`src/rtl/usb_rx_packet.sv`:
```
`timescale 1ns/1ps
`default_nettype none
// ============================================================================
//  Module   : usb_rx_packet
//  Function : USB packet receiver. Hunts SYNC in the decoded bit stream,
//             assembles bytes LSB-first, validates the PID, checks CRC5 on
//             tokens and CRC16 on data packets, length and byte alignment,
//             and reports one status pulse per packet.
//  Revision : 1.0 - initial release
// ============================================================================
module usb_rx_packet #(
    parameter int MAX_BYTES = 1027,
    parameter int CNT_W     = 11
) (
    input  logic             i_clk_48mhz,
    input  logic             i_rst,
    input  logic             i_bit,
    input  logic             i_bit_en,
    input  logic             i_eop,
    output logic [7:0]       o_byte,
    output logic             o_byte_valid,
    output logic             o_pkt_start,
    output logic             o_pkt_done,
    output logic             o_pkt_ok,
    output logic [3:0]       o_pid,
    output logic [CNT_W-1:0] o_pkt_len,
    output logic             o_err_pid,
    output logic             o_err_crc,
    output logic             o_err_len,
    output logic             o_err_align
);

    localparam logic [1:0] c_ST_HUNT = 2'd0;
    localparam logic [1:0] c_ST_PID  = 2'd1;
    localparam logic [1:0] c_ST_DATA = 2'd2;

    localparam logic [1:0] c_TYPE_SPECIAL = 2'b00;
    localparam logic [1:0] c_TYPE_TOKEN   = 2'b01;
    localparam logic [1:0] c_TYPE_HS      = 2'b10;
    localparam logic [1:0] c_TYPE_DATA    = 2'b11;

    localparam logic [4:0]  c_CRC5_INIT   = 5'h1F;
    localparam logic [4:0]  c_CRC5_POLY   = 5'h05;
    localparam logic [4:0]  c_CRC5_RESID  = 5'h0C;
    localparam logic [15:0] c_CRC16_INIT  = 16'hFFFF;
    localparam logic [15:0] c_CRC16_POLY  = 16'h8005;
    localparam logic [15:0] c_CRC16_RESID = 16'h800D;

    localparam logic [CNT_W-1:0] c_MAX_LEN = CNT_W'(MAX_BYTES);
    localparam logic [CNT_W-1:0] c_SAT_LEN = CNT_W'(MAX_BYTES + 1);

    logic [1:0]       state_q,      state_d;
    logic [7:0]       sr_q,         sr_d;
    logic [2:0]       bit_cnt_q,    bit_cnt_d;
    logic [CNT_W-1:0] byte_cnt_q,   byte_cnt_d;
    logic [4:0]       crc5_q,       crc5_d;
    logic [15:0]      crc16_q,      crc16_d;
    logic [1:0]       pkt_type_q,   pkt_type_d;
    logic             pid_err_q,    pid_err_d;
    logic             ovf_q,        ovf_d;
    logic [7:0]       rx_byte_q,    rx_byte_d;
    logic             byte_valid_q, byte_valid_d;
    logic             pkt_start_q,  pkt_start_d;
    logic             pkt_done_q,   pkt_done_d;
    logic             pkt_ok_q,     pkt_ok_d;
    logic [3:0]       pid_q,        pid_d;
    logic [CNT_W-1:0] pkt_len_q,    pkt_len_d;
    logic             err_pid_q,    err_pid_d;
    logic             err_crc_q,    err_crc_d;
    logic             err_len_q,    err_len_d;
    logic             err_align_q,  err_align_d;

    logic        w_in_pkt;
    logic        w_eop;
    logic        w_shift;
    logic        w_sync;
    logic        w_byte_done;
    logic [7:0]  w_sr_next;
    logic        w_crc5_fb;
    logic        w_crc16_fb;
    logic        w_crc_bad;
    logic        w_len_bad;
    logic        w_align_bad;

    // Event decode: EOP only matters inside a packet and then swallows a coincident bit
    always_comb begin
        w_in_pkt    = (state_q != c_ST_HUNT);
        w_eop       = i_eop & w_in_pkt;
        w_shift     = i_bit_en & ~w_eop;
        w_sr_next   = {i_bit, sr_q[7:1]};
        w_sync      = ~w_in_pkt & i_bit_en & i_bit & (sr_q[7:5] == 3'b000);
        w_byte_done = w_in_pkt & w_shift & (bit_cnt_q == 3'd7);
        w_crc5_fb   = crc5_q[4] ^ i_bit;
        w_crc16_fb  = crc16_q[15] ^ i_bit;
    end

    // End-of-packet verdict, evaluated from the state accumulated so far
    always_comb begin
        w_crc_bad   = 1'b0;
        w_len_bad   = ovf_q;
        w_align_bad = (state_q == c_ST_PID) | (bit_cnt_q != 3'd0);
        case (pkt_type_q)
            c_TYPE_TOKEN: begin
                w_crc_bad = (crc5_q != c_CRC5_RESID);
                if (byte_cnt_q != CNT_W'(3)) w_len_bad = 1'b1;
            end
            c_TYPE_HS: begin
                if (byte_cnt_q != CNT_W'(1)) w_len_bad = 1'b1;
            end
            c_TYPE_DATA: begin
                w_crc_bad = (crc16_q != c_CRC16_RESID);
                if (byte_cnt_q < CNT_W'(3)) w_len_bad = 1'b1;
            end
            default: ;
        endcase
    end

    // FSM state register
    always_ff @(posedge i_clk_48mhz) begin
        if (i_rst) begin
            state_q <= c_ST_HUNT;
        end else begin
            state_q <= state_d;
        end
    end

    // FSM next-state logic
    always_comb begin
        state_d = state_q;
        case (state_q)
            c_ST_HUNT: if (w_sync) state_d = c_ST_PID;
            c_ST_PID: begin
                if (w_eop)            state_d = c_ST_HUNT;
                else if (w_byte_done) state_d = c_ST_DATA;
            end
            c_ST_DATA: if (w_eop) state_d = c_ST_HUNT;
            default: state_d = c_ST_HUNT;
        endcase
    end

    // FSM outputs and datapath next values
    always_comb begin
        sr_d         = sr_q;
        bit_cnt_d    = bit_cnt_q;
        byte_cnt_d   = byte_cnt_q;
        crc5_d       = crc5_q;
        crc16_d      = crc16_q;
        pkt_type_d   = pkt_type_q;
        pid_err_d    = pid_err_q;
        ovf_d        = ovf_q;
        rx_byte_d    = rx_byte_q;
        byte_valid_d = 1'b0;
        pkt_start_d  = 1'b0;
        pkt_done_d   = 1'b0;
        pkt_ok_d     = pkt_ok_q;
        pid_d        = pid_q;
        pkt_len_d    = pkt_len_q;
        err_pid_d    = err_pid_q;
        err_crc_d    = err_crc_q;
        err_len_d    = err_len_q;
        err_align_d  = err_align_q;

        if (w_shift) sr_d = w_sr_next;

        if (w_sync) begin
            // Fresh packet context; type defaults to special until the PID lands
            pkt_start_d = 1'b1;
            bit_cnt_d   = 3'd0;
            byte_cnt_d  = '0;
            crc5_d      = c_CRC5_INIT;
            crc16_d     = c_CRC16_INIT;
            pkt_type_d  = c_TYPE_SPECIAL;
            pid_err_d   = 1'b0;
            ovf_d       = 1'b0;
        end

        if (w_in_pkt && w_shift) bit_cnt_d = bit_cnt_q + 3'd1;

        // CRCs cover every bit after the PID byte
        if ((state_q == c_ST_DATA) && w_shift) begin
            crc5_d  = {crc5_q[3:0], 1'b0} ^ (w_crc5_fb ? c_CRC5_POLY : 5'h00);
            crc16_d = {crc16_q[14:0], 1'b0} ^ (w_crc16_fb ? c_CRC16_POLY : 16'h0000);
        end

        if (w_byte_done) begin
            rx_byte_d    = w_sr_next;
            byte_valid_d = 1'b1;
            if (state_q == c_ST_PID) begin
                pid_d      = w_sr_next[3:0];
                pid_err_d  = (w_sr_next[7:4] != ~w_sr_next[3:0]);
                pkt_type_d = w_sr_next[1:0];
                byte_cnt_d = CNT_W'(1);
            end else begin
                // Count saturates one past the limit so the overrun stays visible
                if (byte_cnt_q != c_SAT_LEN) byte_cnt_d = byte_cnt_q + CNT_W'(1);
                if (byte_cnt_q >= c_MAX_LEN) ovf_d = 1'b1;
            end
        end

        if (w_eop) begin
            pkt_done_d  = 1'b1;
            pkt_len_d   = byte_cnt_q;
            err_pid_d   = pid_err_q;
            err_crc_d   = w_crc_bad;
            err_len_d   = w_len_bad;
            err_align_d = w_align_bad;
            pkt_ok_d    = ~(pid_err_q | w_crc_bad | w_len_bad | w_align_bad);
        end
    end

    // Datapath and output registers
    always_ff @(posedge i_clk_48mhz) begin
        if (i_rst) begin
            sr_q         <= '0;
            bit_cnt_q    <= '0;
            byte_cnt_q   <= '0;
            crc5_q       <= c_CRC5_INIT;
            crc16_q      <= c_CRC16_INIT;
            pkt_type_q   <= c_TYPE_SPECIAL;
            pid_err_q    <= 1'b0;
            ovf_q        <= 1'b0;
            rx_byte_q    <= '0;
            byte_valid_q <= 1'b0;
            pkt_start_q  <= 1'b0;
            pkt_done_q   <= 1'b0;
            pkt_ok_q     <= 1'b0;
            pid_q        <= '0;
            pkt_len_q    <= '0;
            err_pid_q    <= 1'b0;
            err_crc_q    <= 1'b0;
            err_len_q    <= 1'b0;
            err_align_q  <= 1'b0;
        end else begin
            sr_q         <= sr_d;
            bit_cnt_q    <= bit_cnt_d;
            byte_cnt_q   <= byte_cnt_d;
            crc5_q       <= crc5_d;
            crc16_q      <= crc16_d;
            pkt_type_q   <= pkt_type_d;
            pid_err_q    <= pid_err_d;
            ovf_q        <= ovf_d;
            rx_byte_q    <= rx_byte_d;
            byte_valid_q <= byte_valid_d;
            pkt_start_q  <= pkt_start_d;
            pkt_done_q   <= pkt_done_d;
            pkt_ok_q     <= pkt_ok_d;
            pid_q        <= pid_d;
            pkt_len_q    <= pkt_len_d;
            err_pid_q    <= err_pid_d;
            err_crc_q    <= err_crc_d;
            err_len_q    <= err_len_d;
            err_align_q  <= err_align_d;
        end
    end

    assign o_byte       = rx_byte_q;
    assign o_byte_valid = byte_valid_q;
    assign o_pkt_start  = pkt_start_q;
    assign o_pkt_done   = pkt_done_q;
    assign o_pkt_ok     = pkt_ok_q;
    assign o_pid        = pid_q;
    assign o_pkt_len    = pkt_len_q;
    assign o_err_pid    = err_pid_q;
    assign o_err_crc    = err_crc_q;
    assign o_err_len    = err_len_q;
    assign o_err_align  = err_align_q;

endmodule
`default_nettype wire

```
`config.mk`:
```
export PLATFORM = sky130hd
export DESIGN_NAME = usb_rx_packet
export DESIGN_NICKNAME = d
export VERILOG_FILES = /design/src/rtl/usb_rx_packet.sv
export SDC_FILE = /design/constraint.sdc
export NUM_CORES = 1
export LEC_CHECK = 0
export ABC_AREA = 1
export BUFFER_PORTS_ARGS = -buffer_cell sky130_fd_sc_hd__buf_2
export CORE_AREA = 2 2 97 99
export DETAILED_ROUTE_END_ITERATION = 7
export DIE_AREA = 0 0 99 101
export PLACE_DENSITY_LB_ADDON = 0.1
export SYNTH_ARGS = -nofsm -noshare
export SYNTH_HDL_FRONTEND = slang
export SYNTH_SLANG_ARGS = --single-unit
```
`constraint.sdc`:
```
create_clock -name i_clk_48mhz -period 2.8 [get_ports i_clk_48mhz]
set_input_delay 0.56 -clock i_clk_48mhz [delete_from_list [all_inputs] [get_ports i_clk_48mhz]]
set_output_delay 0.56 -clock i_clk_48mhz [all_outputs]
set_load 0.05 [all_outputs]
```
==> out/results.md <==
Timing
* 0 — number of pins with negative max-slew slack in the final report
* 0.0101 ns — Worst Clk Skew
* 0 ns — setup_tns
* 0.909 ns — final setup margin
* 0.467 ns — Hold Worst Slack
* 529 MHz — Max Fclk
* 0.676 — post-route fraction of the period consumed by the critical path
* false — unrepaired setup endpoints after global routing
* 0 — Final Setup Violations
* 1.89 ns — final critical-path required period
* 0.380 ns — Tightest Pin Transition
* 0 — Fin. Hold Viols
* 0.747 — Slew Limit Headroom

Clock network
* 9 — clock buffer count from CTS
* 0 — post-CTS setup repair buffer count
* 79 — clock sink total
* 2 — maximum root-to-sink buffer count
* 0.35 ns — worst skew pair latency
* sky130_fd_sc_hd__clkbuf_8 — Root Driver
* 3 — H-tree depth
* done — clock tree from TritonCTS
* 0 — post-cts hold buffer count
* 0 — number of resized instances in the post-cts repair step
* 0.08 ns — clock-pin slew reported for the worst setup and hold paths after clock tree synthesis

Final layout
* 0.142 — ratio of cells with drive above 1 in the final layout
* sky130_fd_sc_hd__nand2_1 — most frequent standard cell in the layout excluding fill and tap cells
* 0 — number of diodes added for antenna fixing
* 13.3% — area growth from synthesis to final layout
* 99 x sky130_fd_sc_hd__nand2_1, 79 x sky130_fd_sc_hd__dfxtp_1, 59 x sky130_fd_sc_hd__nor2_1, 47 x sky130_fd_sc_hd__a21oi_1 — top library cells by usage in the layout, fill and taps aside
* 949 — # fillers
* 0.00394 mm^2 — final std cell area, no fill
* 507 — nets

Placement
* 35 — port buffer count
* 0.863 — Final GP Congestion
* 0.727 ns — setup slack after placement
* 0.00372 mm^2 — cell area after placement
* 5.71 mm — detailed placer's ending HPWL

Synth
* 35 — Netlist cell types
* 7.47 um^2 — post-synthesis average cell area
* 0.455 — proportion of synthesized chip area in sequential cells
* 0.00348 mm^2 — Netlist Area Pre-Place
* 477 — post-synth net total
* 0 — Warnings, synthesis
* 79 — register bit count reported by yosys
* 466 — Post-Synthesis Cells

Critical path
* pkt_type_q[0] — Reg-to-Reg End
* 2.11 ns — Arr. time, crit path
* 10 — number of cell instances on the worst register-to-register path
* 3.02 ns — Worst EP required
* state_q[1] — launching point of the worst reg2reg path
* pkt_type_q[0] — critical path endpoint
* flip-flop — kind of start point of the critical path
* flip-flop — Worst setup EP type
* reg2reg — category of the critical setup timing path
* state_q[1] — crit path from
* 21 — Crit Path Max Fanout
* 0.91 ns — Reg2Reg Setup Slack

Detailed routing
* 4.93 — Via density
* 3015 — overall via count from detail_route
* 0 — residual DRC count
* 0 — count of nets left with antenna violations after detail routing
* 13.3 um — Routed wire per std cell
* 8.15 mm — Total Wirelength
* 125 — DRT iter0 DRCs
* 4 — number of optimization iterations in the first detailed-route pass

Floorplanning
* 99 um — Die X-Extent
* 0.0100 mm^2 — Die Outline Area
* 35 — # rows
* 0.388 — initial core utilization
* 36 — count of boundary I/O pins
* 101 um — height of the chip
* 0.00898 mm^2 — area inside the core boundary

Power
* 272 uV — worst voltage drop across the vdd grid
* 571 mW/mm^2 — Cell Pwr Density
* 1.68 nW — Static Leak

GRT
* 0 — GRT Residual Overflow
* 13.8 mm — global-route wire length before repair
* 2789 — number of global-route vias before repair
* 0.174 — total routing usage reported by global routing
* 0 — number of antenna violations at the first check in global routing
* 35 — largest net degree at the start of global routing

Hold path
* o_byte[3] — launch instance of the worst min-delay path
* reg2reg — path type of the worst min-delay path

Status
* finished, final reports clean — outcome

Run
* 0 — maxcap violations

-- metrics by stage --
| step | total power [mW] | std cells | utilization |
|---|---|---|---|
| floorplan | 1.29 | 466 | - |
| global placement | 1.32 | 596 | 0.414 |
| detailed placement | 1.32 | 596 | 0.414 |
| CTS | 2.28 | 612 | 0.439 |
| global route | 2.35 | 612 | 0.439 |
| finish | 2.25 | 612 | 0.439 |
-- cell usage after synthesis, drive strengths merged --
library cell,count,area share
dfxtp,79,0.45
a31oi,1,0.0018
o211ai,2,0.0043
nand4,2,0.0036
nor3,2,0.0029
nand2,102,0.12
o22ai,18,0.032
o31ai,1,0.0022
o21ai,31,0.046
a21oi,47,0.068
xor2,5,0.013
clkbuf,13,0.014
or2,1,0.0018
a21boi,1,0.0022
inv,38,0.041
clkinv,1,0.0011
nand3,32,0.046
a211oi,2,0.0043
nor2,66,0.086
o32ai,1,0.0047
nand3b,2,0.0043
ha,6,0.022
buf,9,0.020
xnor2,4,0.010
-- how the worst min path moves through the flow --
stage | slack [ns] | cells after the start | endpoint
finish | 0.47 | 2 | o_byte[3]
global route | 0.49 | 2 | o_pid[0]
CTS | 0.47 | 2 | o_byte[3]
detailed placement | 0.46 | 2 | o_byte[6]
global placement | 0.46 | 2 | o_byte[6]
floorplan | 0.44 | 2 | o_err_pid
-- cells by family after synthesis --
logic type	Yosys count	share of synthesized area
DFF	79	0.455
xor gates and xnor gates	9	0.0227
adders and majority gates	6	0.0216
and+or+nand+nor	207	0.260
buffers and inverters	61	0.0766
AOI/OAI and AO/OA	104	0.165
-- sequential cells by signal (all words and copies together), names as in the netlist --
name          cells
crc16_q          16
byte_cnt_q       11
o_pkt_len        11
o_byte            8
sr_q              7
crc5_q            5
o_pid             4
bit_cnt_q         3
pkt_type_q        2
state_q           2
o_byte_valid      1
o_err_align       1
o_err_crc         1
o_err_len         1
o_err_pid         1
o_pkt_done        1
o_pkt_ok          1
o_pkt_start       1
ovf_q             1
pid_err_q         1
-- area by class of cell --
type | count | area (um^2) | area share
Multi-Input combinational cell | 326 | 1630 | 0.414
Sequential cell | 79 | 1580 | 0.401
Timing Repair Buffer | 41 | 220 | 0.0559
Clock buffer | 13 | 159 | 0.0403
Inverter | 39 | 146 | 0.0371
Tap cell | 111 | 139 | 0.0352
Clock inverter | 3 | 65.1 | 0.0165
-- where the power goes --
group	internal, mW	leakage (nW)	switching (mW)
Clock	0.551	0.114	0.404
Combinational	0.0361	0.922	0.105
Sequential	1.14	0.640	0.0153
Total	1.73	1.68	0.524
-- critical path: stages, from the launching register on --
cell                      delay [ns]
sky130_fd_sc_hd__dfxtp_1        0.36
sky130_fd_sc_hd__nor2_2         0.24
sky130_fd_sc_hd__nor2_2         0.12
sky130_fd_sc_hd__inv_2          0.15
sky130_fd_sc_hd__nand2_4        0.10
sky130_fd_sc_hd__nor2_4         0.14
sky130_fd_sc_hd__nand2_4        0.20
sky130_fd_sc_hd__nor2_4         0.19
sky130_fd_sc_hd__inv_2          0.10
sky130_fd_sc_hd__nand3_1        0.08
sky130_fd_sc_hd__a21oi_1        0.07
-- per-layer routing --
metal  share of wire  routed length [um]  global-route usage
met1            0.51                4190               0.250
met2            0.42                3420               0.256
met3           0.054                 439              0.0423
met4           0.013                 106              0.0548
met5               0                   0                   0
Power figures use the tool's default switching activity.
